`src/rtl/dslot_nn_pkg.sv`:
```
// Shared definitions for the dslot neural-network datapath: default widths,
// accumulator FSM states and the minimum safe accumulator width.
package dslot_nn_pkg;

    localparam int SUM_W_DEFAULT  = 21;
    localparam int BIAS_W_DEFAULT = 16;
    localparam int OUT_W_DEFAULT  = 16;

    typedef enum logic [1:0] {
        ACC  = 2'd0,
        FIN  = 2'd1,
        HOLD = 2'd2
    } acc_state_t;

    // Smallest accumulator width that holds NUM_TILES sums plus a bias without wrapping.
    function automatic int acc_w_min(input int sum_w, input int num_tiles, input int bias_w);
        int grown;
        grown = sum_w + $clog2(num_tiles);
        return ((grown > bias_w) ? grown : bias_w) + 1;
    endfunction

endpackage

```
`src/rtl/relu_sat_requant.sv`:
```
// Combinational requantizer: adds bias, arithmetic right shift, ReLU and
// saturation to the largest positive OUT_W value, with a clip flag.
module relu_sat_requant #(
    parameter int ACC_W  = 24,
    parameter int BIAS_W = 16,
    parameter int SHIFT  = 4,
    parameter int OUT_W  = 16
) (
    input  logic signed [ACC_W-1:0]  acc,
    input  logic signed [BIAS_W-1:0] bias,
    output logic        [OUT_W-1:0]  data,
    output logic                     sat
);

    localparam logic signed [ACC_W-1:0] SAT_MAX = {{(ACC_W-OUT_W+1){1'b0}}, {(OUT_W-1){1'b1}}};

    logic signed [ACC_W-1:0] bias_ext;
    logic signed [ACC_W-1:0] pre;
    logic signed [ACC_W-1:0] shifted;

    assign bias_ext = {{(ACC_W-BIAS_W){bias[BIAS_W-1]}}, bias};
    assign pre      = acc + bias_ext;
    assign shifted  = pre >>> SHIFT;

    always_comb begin
        // NOTE: every output gets a default first so no path leaves it unassigned (no latch).
        data = '0;
        sat  = 1'b0;
        if (shifted[ACC_W-1]) begin
            data = '0;
        end else if (shifted > SAT_MAX) begin
            data = SAT_MAX[OUT_W-1:0];
            sat  = 1'b1;
        end else begin
            data = shifted[OUT_W-1:0];
        end
    end

endmodule

```
`src/rtl/neuron_accumulator.sv`:
```
// Accumulates NUM_TILES adder-tree sums per neuron, then requantizes through
// relu_sat_requant and holds the activation on a valid/ready output.
module neuron_accumulator
    import dslot_nn_pkg::*;
#(
    parameter int SUM_W     = SUM_W_DEFAULT,
    parameter int NUM_TILES = 4,
    parameter int BIAS_W    = BIAS_W_DEFAULT,
    parameter int ACC_W     = acc_w_min(SUM_W, NUM_TILES, BIAS_W),
    parameter int SHIFT     = 4,
    parameter int OUT_W     = OUT_W_DEFAULT
) (
    input  logic                     clk,
    input  logic                     rst,
    input  logic                     in_valid,
    output logic                     in_ready,
    input  logic signed [SUM_W-1:0]  in_sum,
    input  logic signed [BIAS_W-1:0] bias,
    output logic                     out_valid,
    input  logic                     out_ready,
    output logic        [OUT_W-1:0]  out_data,
    output logic                     out_sat
);

    localparam int              CNT_W     = (NUM_TILES > 1) ? $clog2(NUM_TILES) : 1;
    localparam logic [CNT_W-1:0] LAST_TILE = CNT_W'(NUM_TILES - 1);

    acc_state_t              state_q, state_d;
    logic signed [ACC_W-1:0] acc_q, acc_d;
    logic        [CNT_W-1:0] tile_cnt_q, tile_cnt_d;
    logic signed [BIAS_W-1:0] bias_q, bias_d;
    logic                    out_valid_q, out_valid_d;
    logic        [OUT_W-1:0] out_data_q, out_data_d;
    logic                    out_sat_q, out_sat_d;

    logic signed [ACC_W-1:0] sum_ext;
    logic        [OUT_W-1:0] res_data;
    logic                    res_sat;

    assign sum_ext = {{(ACC_W-SUM_W){in_sum[SUM_W-1]}}, in_sum};

    relu_sat_requant #(
        .ACC_W (ACC_W),
        .BIAS_W(BIAS_W),
        .SHIFT (SHIFT),
        .OUT_W (OUT_W)
    ) u_requant (
        .acc (acc_q),
        .bias(bias_q),
        .data(res_data),
        .sat (res_sat)
    );

    always_comb begin
        state_d     = state_q;
        acc_d       = acc_q;
        tile_cnt_d  = tile_cnt_q;
        bias_d      = bias_q;
        out_valid_d = out_valid_q;
        out_data_d  = out_data_q;
        out_sat_d   = out_sat_q;
        case (state_q)
            ACC: begin
                if (in_valid) begin
                    // First tile of a neuron restarts the sum and captures its bias.
                    if (tile_cnt_q == '0) begin
                        acc_d  = sum_ext;
                        bias_d = bias;
                    end else begin
                        acc_d = acc_q + sum_ext;
                    end
                    if (tile_cnt_q == LAST_TILE) begin
                        tile_cnt_d = '0;
                        state_d    = FIN;
                    end else begin
                        tile_cnt_d = tile_cnt_q + CNT_W'(1);
                    end
                end
            end
            FIN: begin
                out_data_d  = res_data;
                out_sat_d   = res_sat;
                out_valid_d = 1'b1;
                state_d     = HOLD;
            end
            HOLD: begin
                if (out_ready) begin
                    out_valid_d = 1'b0;
                    state_d     = ACC;
                end
            end
            default: state_d = ACC;
        endcase
    end

    // NOTE: sequential state uses non-blocking assignments so all flops update together.
    always_ff @(posedge clk or posedge rst) begin
        if (rst) begin
            state_q     <= ACC;
            acc_q       <= '0;
            tile_cnt_q  <= '0;
            bias_q      <= '0;
            out_valid_q <= 1'b0;
            out_data_q  <= '0;
            out_sat_q   <= 1'b0;
        end else begin
            state_q     <= state_d;
            acc_q       <= acc_d;
            tile_cnt_q  <= tile_cnt_d;
            bias_q      <= bias_d;
            out_valid_q <= out_valid_d;
            out_data_q  <= out_data_d;
            out_sat_q   <= out_sat_d;
        end
    end

    assign in_ready  = (state_q == ACC);
    assign out_valid = out_valid_q;
    assign out_data  = out_data_q;
    assign out_sat   = out_sat_q;

endmodule

```
`config.mk`:
```
export PLATFORM = sky130hd
export DESIGN_NAME = neuron_accumulator
export DESIGN_NICKNAME = d
export VERILOG_FILES = /design/src/rtl/dslot_nn_pkg.sv /design/src/rtl/relu_sat_requant.sv /design/src/rtl/neuron_accumulator.sv
export SDC_FILE = /design/constraint.sdc
export NUM_CORES = 1
export LEC_CHECK = 0
export ABC_AREA = 1
export CAP_MARGIN = 20
export CORE_MARGIN = 3
export CORE_UTILIZATION = 58
export DETAILED_ROUTE_END_ITERATION = 8
export GPL_TIMING_DRIVEN = 0
export PLACE_DENSITY = 0.81
export SKIP_CTS_REPAIR_TIMING = 1
export SKIP_LAST_GASP = 1
export SYNTH_ARGS = -nofsm -noshare
export SYNTH_HDL_FRONTEND = slang
export SYNTH_SLANG_ARGS = --single-unit
```
`constraint.sdc`:
```
create_clock -name clk -period 2.6 [get_ports clk]
set_input_delay 0.52 -clock clk [delete_from_list [all_inputs] [get_ports clk]]
set_output_delay 0.52 -clock clk [all_outputs]
set_load 0.005 [all_outputs]
```
==> results of run 1 <==
==> layout make-up <==
class,count,area (um^2)
plain buffers,12,72.6
repair buffers,61,618
inverters,125,472
flip-flops and latches,62,1550
fillers,821,2690
well taps,129,161
multi-input cells,683,3560
clock inverters,5,58.8
clock buffers,11,141
==> critical path: stages <==
cell and delay [ns]:
sky130_fd_sc_hd__clkdlybuf4s50_1 0.43, sky130_fd_sc_hd__ha_1 0.38, sky130_fd_sc_hd__nand2_1 0.08, sky130_fd_sc_hd__o21ai_1 0.39
sky130_fd_sc_hd__nand2_1 0.11, sky130_fd_sc_hd__nand2_1 0.18, sky130_fd_sc_hd__nand2_1 0.13, sky130_fd_sc_hd__nand2_1 0.10
sky130_fd_sc_hd__nand2_1 0.05, sky130_fd_sc_hd__nand2_1 0.07, sky130_fd_sc_hd__nor2_1 0.05, sky130_fd_sc_hd__o21ai_1 0.15
sky130_fd_sc_hd__nand2_1 0.07
==> registers in the layout, summed over array words and instances (netlist names) <==
register    count
out_sat         1
out_data       16
tile_cnt_q      2
out_valid       1
bias_q         16
state_q         2
acc_q          24
==> metal layers <==
metal	vias to the layer above	track usage, %	share of wire (%)
li1	2977	-	-
met1	2641	42.4	45
met2	274	48.5	44
met3	33	6.11	8.3
met4	0	12.5	3.1
met5	-	0	0
==> power by group <==
group	leakage [nW]	switching [mW]	internal (mW)
logic	2.71	4.21	2.50
clock network	0.0955	0.408	0.469
registers	0.753	0.421	1.44
==> cells by family (layout without fill, tap and decap cells) <==
group	Yosys count	count (layout)	share of synthesized area, %
simple gates	501	501	38.1
flops	62	62	27.5
fa+ha+maj	48	48	10.8
buf+inv	137	214	9.65
compound gates	118	118	11.5
xor+xnor	16	16	2.48
==> layout by cell type (no fill, tap or decap), types with 3 or more instances in the layout <==
cell type	instances
sky130_fd_sc_hd__clkdlybuf4s50_1	59
sky130_fd_sc_hd__o211ai_1	3
sky130_fd_sc_hd__or2_2	4
sky130_fd_sc_hd__nand2_1	320
sky130_fd_sc_hd__nand2_2	15
sky130_fd_sc_hd__and2_1	3
sky130_fd_sc_hd__nor2_4	3
sky130_fd_sc_hd__buf_2	3
sky130_fd_sc_hd__nand3_1	45
sky130_fd_sc_hd__nor2_1	69
sky130_fd_sc_hd__nor3_1	6
sky130_fd_sc_hd__ha_1	47
sky130_fd_sc_hd__o221ai_1	3
sky130_fd_sc_hd__a31oi_1	3
sky130_fd_sc_hd__xor2_1	5
sky130_fd_sc_hd__clkbuf_1	7
sky130_fd_sc_hd__nor2_2	6
sky130_fd_sc_hd__a21oi_1	56
sky130_fd_sc_hd__inv_1	118
sky130_fd_sc_hd__o21ai_1	4
sky130_fd_sc_hd__xnor2_1	11
sky130_fd_sc_hd__nand4_1	16
sky130_fd_sc_hd__o21ai_0	36
sky130_fd_sc_hd__dfrtp_1	62
sky130_fd_sc_hd__nand3_2	8
sky130_fd_sc_hd__inv_2	5
sky130_fd_sc_hd__clkbuf_8	10
==> path summary, 6_finish.rpt <==
path                            cells past startpoint       start      endpoint  slack (ns)
max in group asynchronous                           3         rst     acc_q[17]        1.48
min in group asynchronous                           2         rst   out_data[5]        0.52
worst max register to register                     13  bias_q[15]  out_data[10]        0.20
worst min register to register                      2   bias_q[3]     bias_q[3]        0.48
worst max-delay path                               13   in_sum[2]     acc_q[17]        0.12
worst min-delay path                                2   bias_q[3]     bias_q[3]        0.48
==> results.txt, run 1 <==
For the total core area, the log shows 9330 um^2. The tools report the peak supply drop as 0.000760 V. TritonCTS built the clock tree. The synthesized design contains 62 register bits. The worst setup path is captured at a flip-flop.

For this run, the top clock speed supported by timing is 0.403 GHz. In the routed layout, each cell is associated on average with a via count of 5.45. The maximum net fanout on the critical path came out at 6. The post-detailed-routing wire length came out at 16,200 um. The minimum clock period is 2.48 ns.

The run finished with clean final reports. The detail route stage leaves a number of antenna-violating nets equal to 0. The total CTS buffers was 9. The count of buffers added on input and output ports is 59. Measured along the y axis, the die boundary spans 105 um.

For this design the top-level I/O count stands at 60. In the final layout, the share of cells above drive strength 1 is 7.51%. Final number of max-transition violations: 0. The tools report the clock insertion delay at the later pin of the skew report as 0.36 ns. The leading cell type by number of instances after synthesis was sky130_fd_sc_hd__nand2_1. Once the floorplan was initialized, standard cells occupied 60.5% of the core. The data required time of the worst path was 2.84 ns. The die covers 10,900 um^2. The horizontal die dimension is 105 um. With fillers left out, the area of the finished cells amounts to 6640 um^2. Maximum buffer depth of the clock tree: 2. The average instance in the mapped netlist occupies 6.39 um^2. Summing every instance area after synthesis gives 5640 um^2. The clock slew at the register clock pins of the worst setup and hold paths came out at 0.07 ns. The clock tree synthesis step divided the H-tree into 3 levels. CTS placed an instance of sky130_fd_sc_hd__clkbuf_8 at the clock tree root. Entering global routing, the biggest net connects 40 pins. For this run, the number of Yosys warnings is 0. Actual transition at the worst max-transition pin: 0.625 ns. Site row count: 35.

Setup repair after global routing left no endpoint under its margin. The first global-routing pass estimated 27,400 um of wire. The number of enable-type register cells in the synthesized netlist is 0, and the detailed router's first-iteration violation count is 480.

The detailed-router iteration count before antenna repair is 5, and the number of nets at the end of the flow is 1,043. The ratio of total power to cell area was 1420 nW/um^2; the proportion of synthesized flip-flops having asynchronous set or reset was 100%. CTS saw 62 sinks. Critical path startpoint category: an input pin.

Once layout is complete, the utilization of the core stands at 71.1%. The commonest cells after synthesis are sky130_fd_sc_hd__nand2_1, sky130_fd_sc_hd__inv_1, sky130_fd_sc_hd__nor2_1, sky130_fd_sc_hd__dfrtp_1, sky130_fd_sc_hd__a21oi_1. The run gives 0 as the final hold violation count.

The overall global routing resource usage came out at 31.0%. The number of standard cells after synthesis came out at 882. For the half-perimeter wire length after placement, the log shows 13,200 um. The share of the synthesized area in the top cell type is 27.5%. Summed over all failing endpoints, the final setup total negative slack is 0 ns.

Setup violation total in the final timing report: 0. The mean routed wirelength per cell was 14.9 um. The post-place instance area was 6410 um^2.

Once routing completed, OpenROAD measured the worst setup slack at 0.120 ns. In this run, distinct cell masters in the synthesized netlist total 45. The run gives 27.5% as the sequential fraction of the synthesis area. The number of max-capacitance violations reported is 0, and the total power of the final layout is 9.45 mW. At the end of routability-driven placement, the weighted congestion stood at 1.01.

The type of the setup path with the least slack was in2reg. Global routing finished with a remaining overflow of 0. The number of nets handed over by synthesis was 971.

The number of antenna diodes in the final layout is 0. The growth of design area from synthesis to finish works out to 17.7%. The via count of the first global-routing pass is 5,729, and the number of DRC violations after detailed routing is 0.

In the finished design, the share of the clock period the worst path needs comes to 95.4%. OpenSTA, run right after detailed placement, puts the worst setup slack at -0.496 ns. The path category of the worst min-delay check was reg2reg. After synthesis, the cell types taking the most area are sky130_fd_sc_hd__dfrtp_1, sky130_fd_sc_hd__nand2_1, sky130_fd_sc_hd__ha_1, sky130_fd_sc_hd__inv_1, sky130_fd_sc_hd__a21oi_1. The run gives 0 as the initial antenna violation count. For this design the static power due to leakage is 3.56 nW.

Final hold slack: 0.482 ns. The largest total area in the synthesized netlist belongs to sky130_fd_sc_hd__dfrtp_1. The clock arrives with 0.0179 ns of skew.

The count of cells in the finished layout, fillers not included, comes to 1,088. Once placement completed, the tool counted placed cells totaling 1,071. The arrival time at the worst endpoint came out at 2.72 ns.

The tools report the relative slew slack as 58.3%. Total number of vias: 5,925. The most frequently used flop master after synthesis was sky130_fd_sc_hd__dfrtp_1.
(Power assumes the default switching activity.)
==> run 2, diff against run 1 <==
--- a/config.mk
+++ b/config.mk
@@ -11,7 +11,7 @@
 export CORE_UTILIZATION = 58
 export DETAILED_ROUTE_END_ITERATION = 8
 export GPL_TIMING_DRIVEN = 0
-export PLACE_DENSITY = 0.81
+export PLACE_DENSITY = 0.93
 export SKIP_CTS_REPAIR_TIMING = 1
 export SKIP_LAST_GASP = 1
 export SYNTH_ARGS = -nofsm -noshare
==> results.txt, run 2 (synthesized netlist as in run 1, its figures left out) <==
The tools report the number of nets at the end of the flow as 1,044 (was 1,043). The register with the highest flop count was acc_q (unchanged). The initial antenna violation count was 0 (unchanged); the global routing usage on met1 was 41.7% (was 42.4%). The post-detailed-routing wire length was 16,100 um (was 16,200 um). Type of the setup path with the least slack: in2reg (unchanged). Remaining number of nets flagged by the antenna check after routing: 0 (unchanged). Starting density of the core: 60.5% (unchanged). The final total negative setup slack came out at 0 ns (unchanged). Commonest cells after routing, fill and taps aside: sky130_fd_sc_hd__nand2_1, sky130_fd_sc_hd__inv_1, sky130_fd_sc_hd__nor2_1, sky130_fd_sc_hd__dfrtp_1, sky130_fd_sc_hd__clkdlybuf4s50_1 (unchanged). For the overall global routing resource usage, the log shows 30.1% (was 31.0%). For the arrival time at the worst endpoint, the log shows 2.67 ns (was 2.72 ns). Root buffer cell: sky130_fd_sc_hd__clkbuf_8 (unchanged).

The logs give 0.949 (was 1.01) for the last weighted congestion value of the routability-driven placer and 1,071 (unchanged) for the number of instances in the placed design. The maximum operating frequency is 0.410 GHz (was 0.403 GHz), and the total core area is 9330 um^2 (unchanged). The final number of max-transition violations was 0 (unchanged); the total of buffers placed on input and output ports was 59 (unchanged). The actual transition at the worst max-transition pin is 0.615 ns (was 0.625 ns). For the antenna diode instance count, the log shows 0 (unchanged). The run finished with clean final reports. The maximum net fanout on the critical path is 4 (was 6), and the I/O pin count is 60 (unchanged). The run gives 3 (unchanged) as the maximum level of the CTS H-tree.

The clock insertion delay at the later pin of the skew report was 0.35 ns (was 0.36 ns); the number of max-capacitance violations reported was 0 (unchanged). Detailed router's first-iteration violation count: 462 (was 480). The fraction of layout instances using a drive strength above 1 was 8.02% (was 7.51%); the maximum buffer depth of the clock tree was 2 (unchanged). The minimum setup slack in the final design was 0.162 ns (was 0.120 ns); the number of flip-flops in the largest register was 24 (unchanged). The final worst clock skew was 0.00742 ns (was 0.0179 ns). TritonCTS built the clock tree. The run gives 12,800 um (was 13,200 um) as the half-perimeter wire length after placement. The most frequent standard cell in the layout excluding fill and tap cells was sky130_fd_sc_hd__nand2_1 (unchanged).

The horizontal die dimension came out at 105 um (unchanged). The tools report the worst setup slack after placement as -0.454 ns (was -0.496 ns). The global-route wire length before repair was 26,500 um (was 27,400 um). The path category of the worst min-delay check was reg2reg (unchanged).

Clock slew at the register clock pins of the worst setup and hold paths: 0.07 ns (about the same). The growth of design area from synthesis to finish was 18.4% (was 17.7%). The area of all placed cells without fillers was 6680 um^2 (was 6640 um^2); the data required time of the worst path was 2.84 ns (about the same). The minimum clock period was 2.44 ns (was 2.48 ns). The logs give 5 (unchanged) for the detailed-router iteration count before antenna repair and 0 (unchanged) for the setup violation total in the final timing report. The non-filler instance count after layout is 1,089 (was 1,088). The vias per cell works out to 5.41 (was 5.45).

The mean routed wirelength per cell is 14.8 um (was 14.9 um), and the total number of vias is 5,894 (was 5,925). The tools report the site row count as 35 (unchanged). Kind of end point of the critical path: a flip-flop (unchanged). The met3 capacity usage during global routing came out at 4.57% (was 6.11%). The logs give 0 (unchanged) for the number of DRC violations after detailed routing and 0 (unchanged) for the final global-route overflow total. The total CTS buffers came out at 9 (unchanged).

For the largest net degree at the start of global routing, the log shows 36 (was 40). The routing layer with the top usage in global route was met2 (unchanged). The relative slew slack was 58.9% (was 58.3%); the filler cell count was 809 (was 821).

The logs give 0.000696 V (was 0.000760 V) for the peak supply drop and 3.58 nW (was 3.56 nW) for the leakage power figure. The met2 capacity usage during global routing was 47.7% (was 48.5%); the final hold violation count was 0 (unchanged). Setup repair after global routing left no endpoint under its margin. The post-place instance area is 6410 um^2 (unchanged), and the total clock sinks is 62 (unchanged).

Reg-to-reg setup timing slack: 0.17 ns (was 0.20 ns). The via count of the first global-routing pass was 5,449 (was 5,729); the ratio of final minimum period to clock period was 93.8% (was 95.4%). The height of the chip is 105 um (unchanged). Area enclosed by the die boundary: 10,900 um^2 (unchanged). The tools report the critical path startpoint category as an input pin (unchanged). The ratio of total power to cell area came out at 1440 nW/um^2 (was 1420 nW/um^2).
[run 2: path summary, 6_finish.rpt]
check,startpoint,end,cells after the start
worst min register to register,bias_q[3],bias_q[3],2
worst max register to register,bias_q[15],out_data[9],13
worst min-delay path,bias_q[3],bias_q[3],2
worst max-delay path,in_sum[0],acc_q[16],14
min in group asynchronous,rst,out_data[6],2
max in group asynchronous,rst,acc_q[23],3
[run 2: where the power goes]
group / internal, mW / switching (mW)
logic: 2.52 / 4.20
clock network: 0.573 / 0.436
registers: 1.44 / 0.416
[run 2: layout make-up]
class	count	area [um^2]	area share, %
multi-input combinational	683	3560	53.4
sequential	62	1550	23.2
timing repair buffer	62	626	9.37
inverter	125	472	7.06
tap	129	161	2.42
clock buffer	10	138	2.06
clock inverter	6	93.8	1.41
buffer	12	72.6	1.09
[run 2: stage by stage]
step	util (%)	hold slack [ns]	total power, mW
after global routing	71.6	0.516	10.5
after detailed placement	68.7	0.464	8.33
after global placement	68.5	0.459	8.17
final	71.6	0.481	9.58
after CTS	71.2	0.482	9.40
after floorplan	-	0.446	6.58
[run 2: routing by layer]
| metal | share of wire, % | routed length [um] | vias up |
|---|---|---|---|
| met5 | 0 | 0 | - |
| met4 | 3.2 | 509 | 0 |
| met3 | 6.2 | 997 | 39 |
| met2 | 44 | 7150 | 216 |
| met1 | 46 | 7440 | 2670 |
| li1 | - | - | 2969 |
[run 2: worst max-delay path: stages]
cell                              delay, ns
sky130_fd_sc_hd__clkdlybuf4s50_1       0.49
sky130_fd_sc_hd__ha_1                  0.14
sky130_fd_sc_hd__inv_1                 0.07
sky130_fd_sc_hd__fa_2                  0.35
sky130_fd_sc_hd__inv_2                 0.09
sky130_fd_sc_hd__nand3_1               0.11
sky130_fd_sc_hd__nand2_2               0.12
sky130_fd_sc_hd__a21boi_1              0.11
sky130_fd_sc_hd__o21ai_2               0.17
sky130_fd_sc_hd__nand2_1               0.08
sky130_fd_sc_hd__nand2_1               0.14
sky130_fd_sc_hd__nor2_1                0.06
sky130_fd_sc_hd__o21ai_1               0.16
sky130_fd_sc_hd__nand2_1               0.06
==> run 3, diff against run 2 <==
--- a/config.mk
+++ b/config.mk
@@ -11,7 +11,7 @@
 export CORE_UTILIZATION = 58
 export DETAILED_ROUTE_END_ITERATION = 8
 export GPL_TIMING_DRIVEN = 0
-export PLACE_DENSITY = 0.93
+export PLACE_DENSITY = 0.81
 export SKIP_CTS_REPAIR_TIMING = 1
 export SKIP_LAST_GASP = 1
 export SYNTH_ARGS = -nofsm -noshare
==> results of run 3 <==
The final DEF is identical to that of run 1; final timing and power are the same.
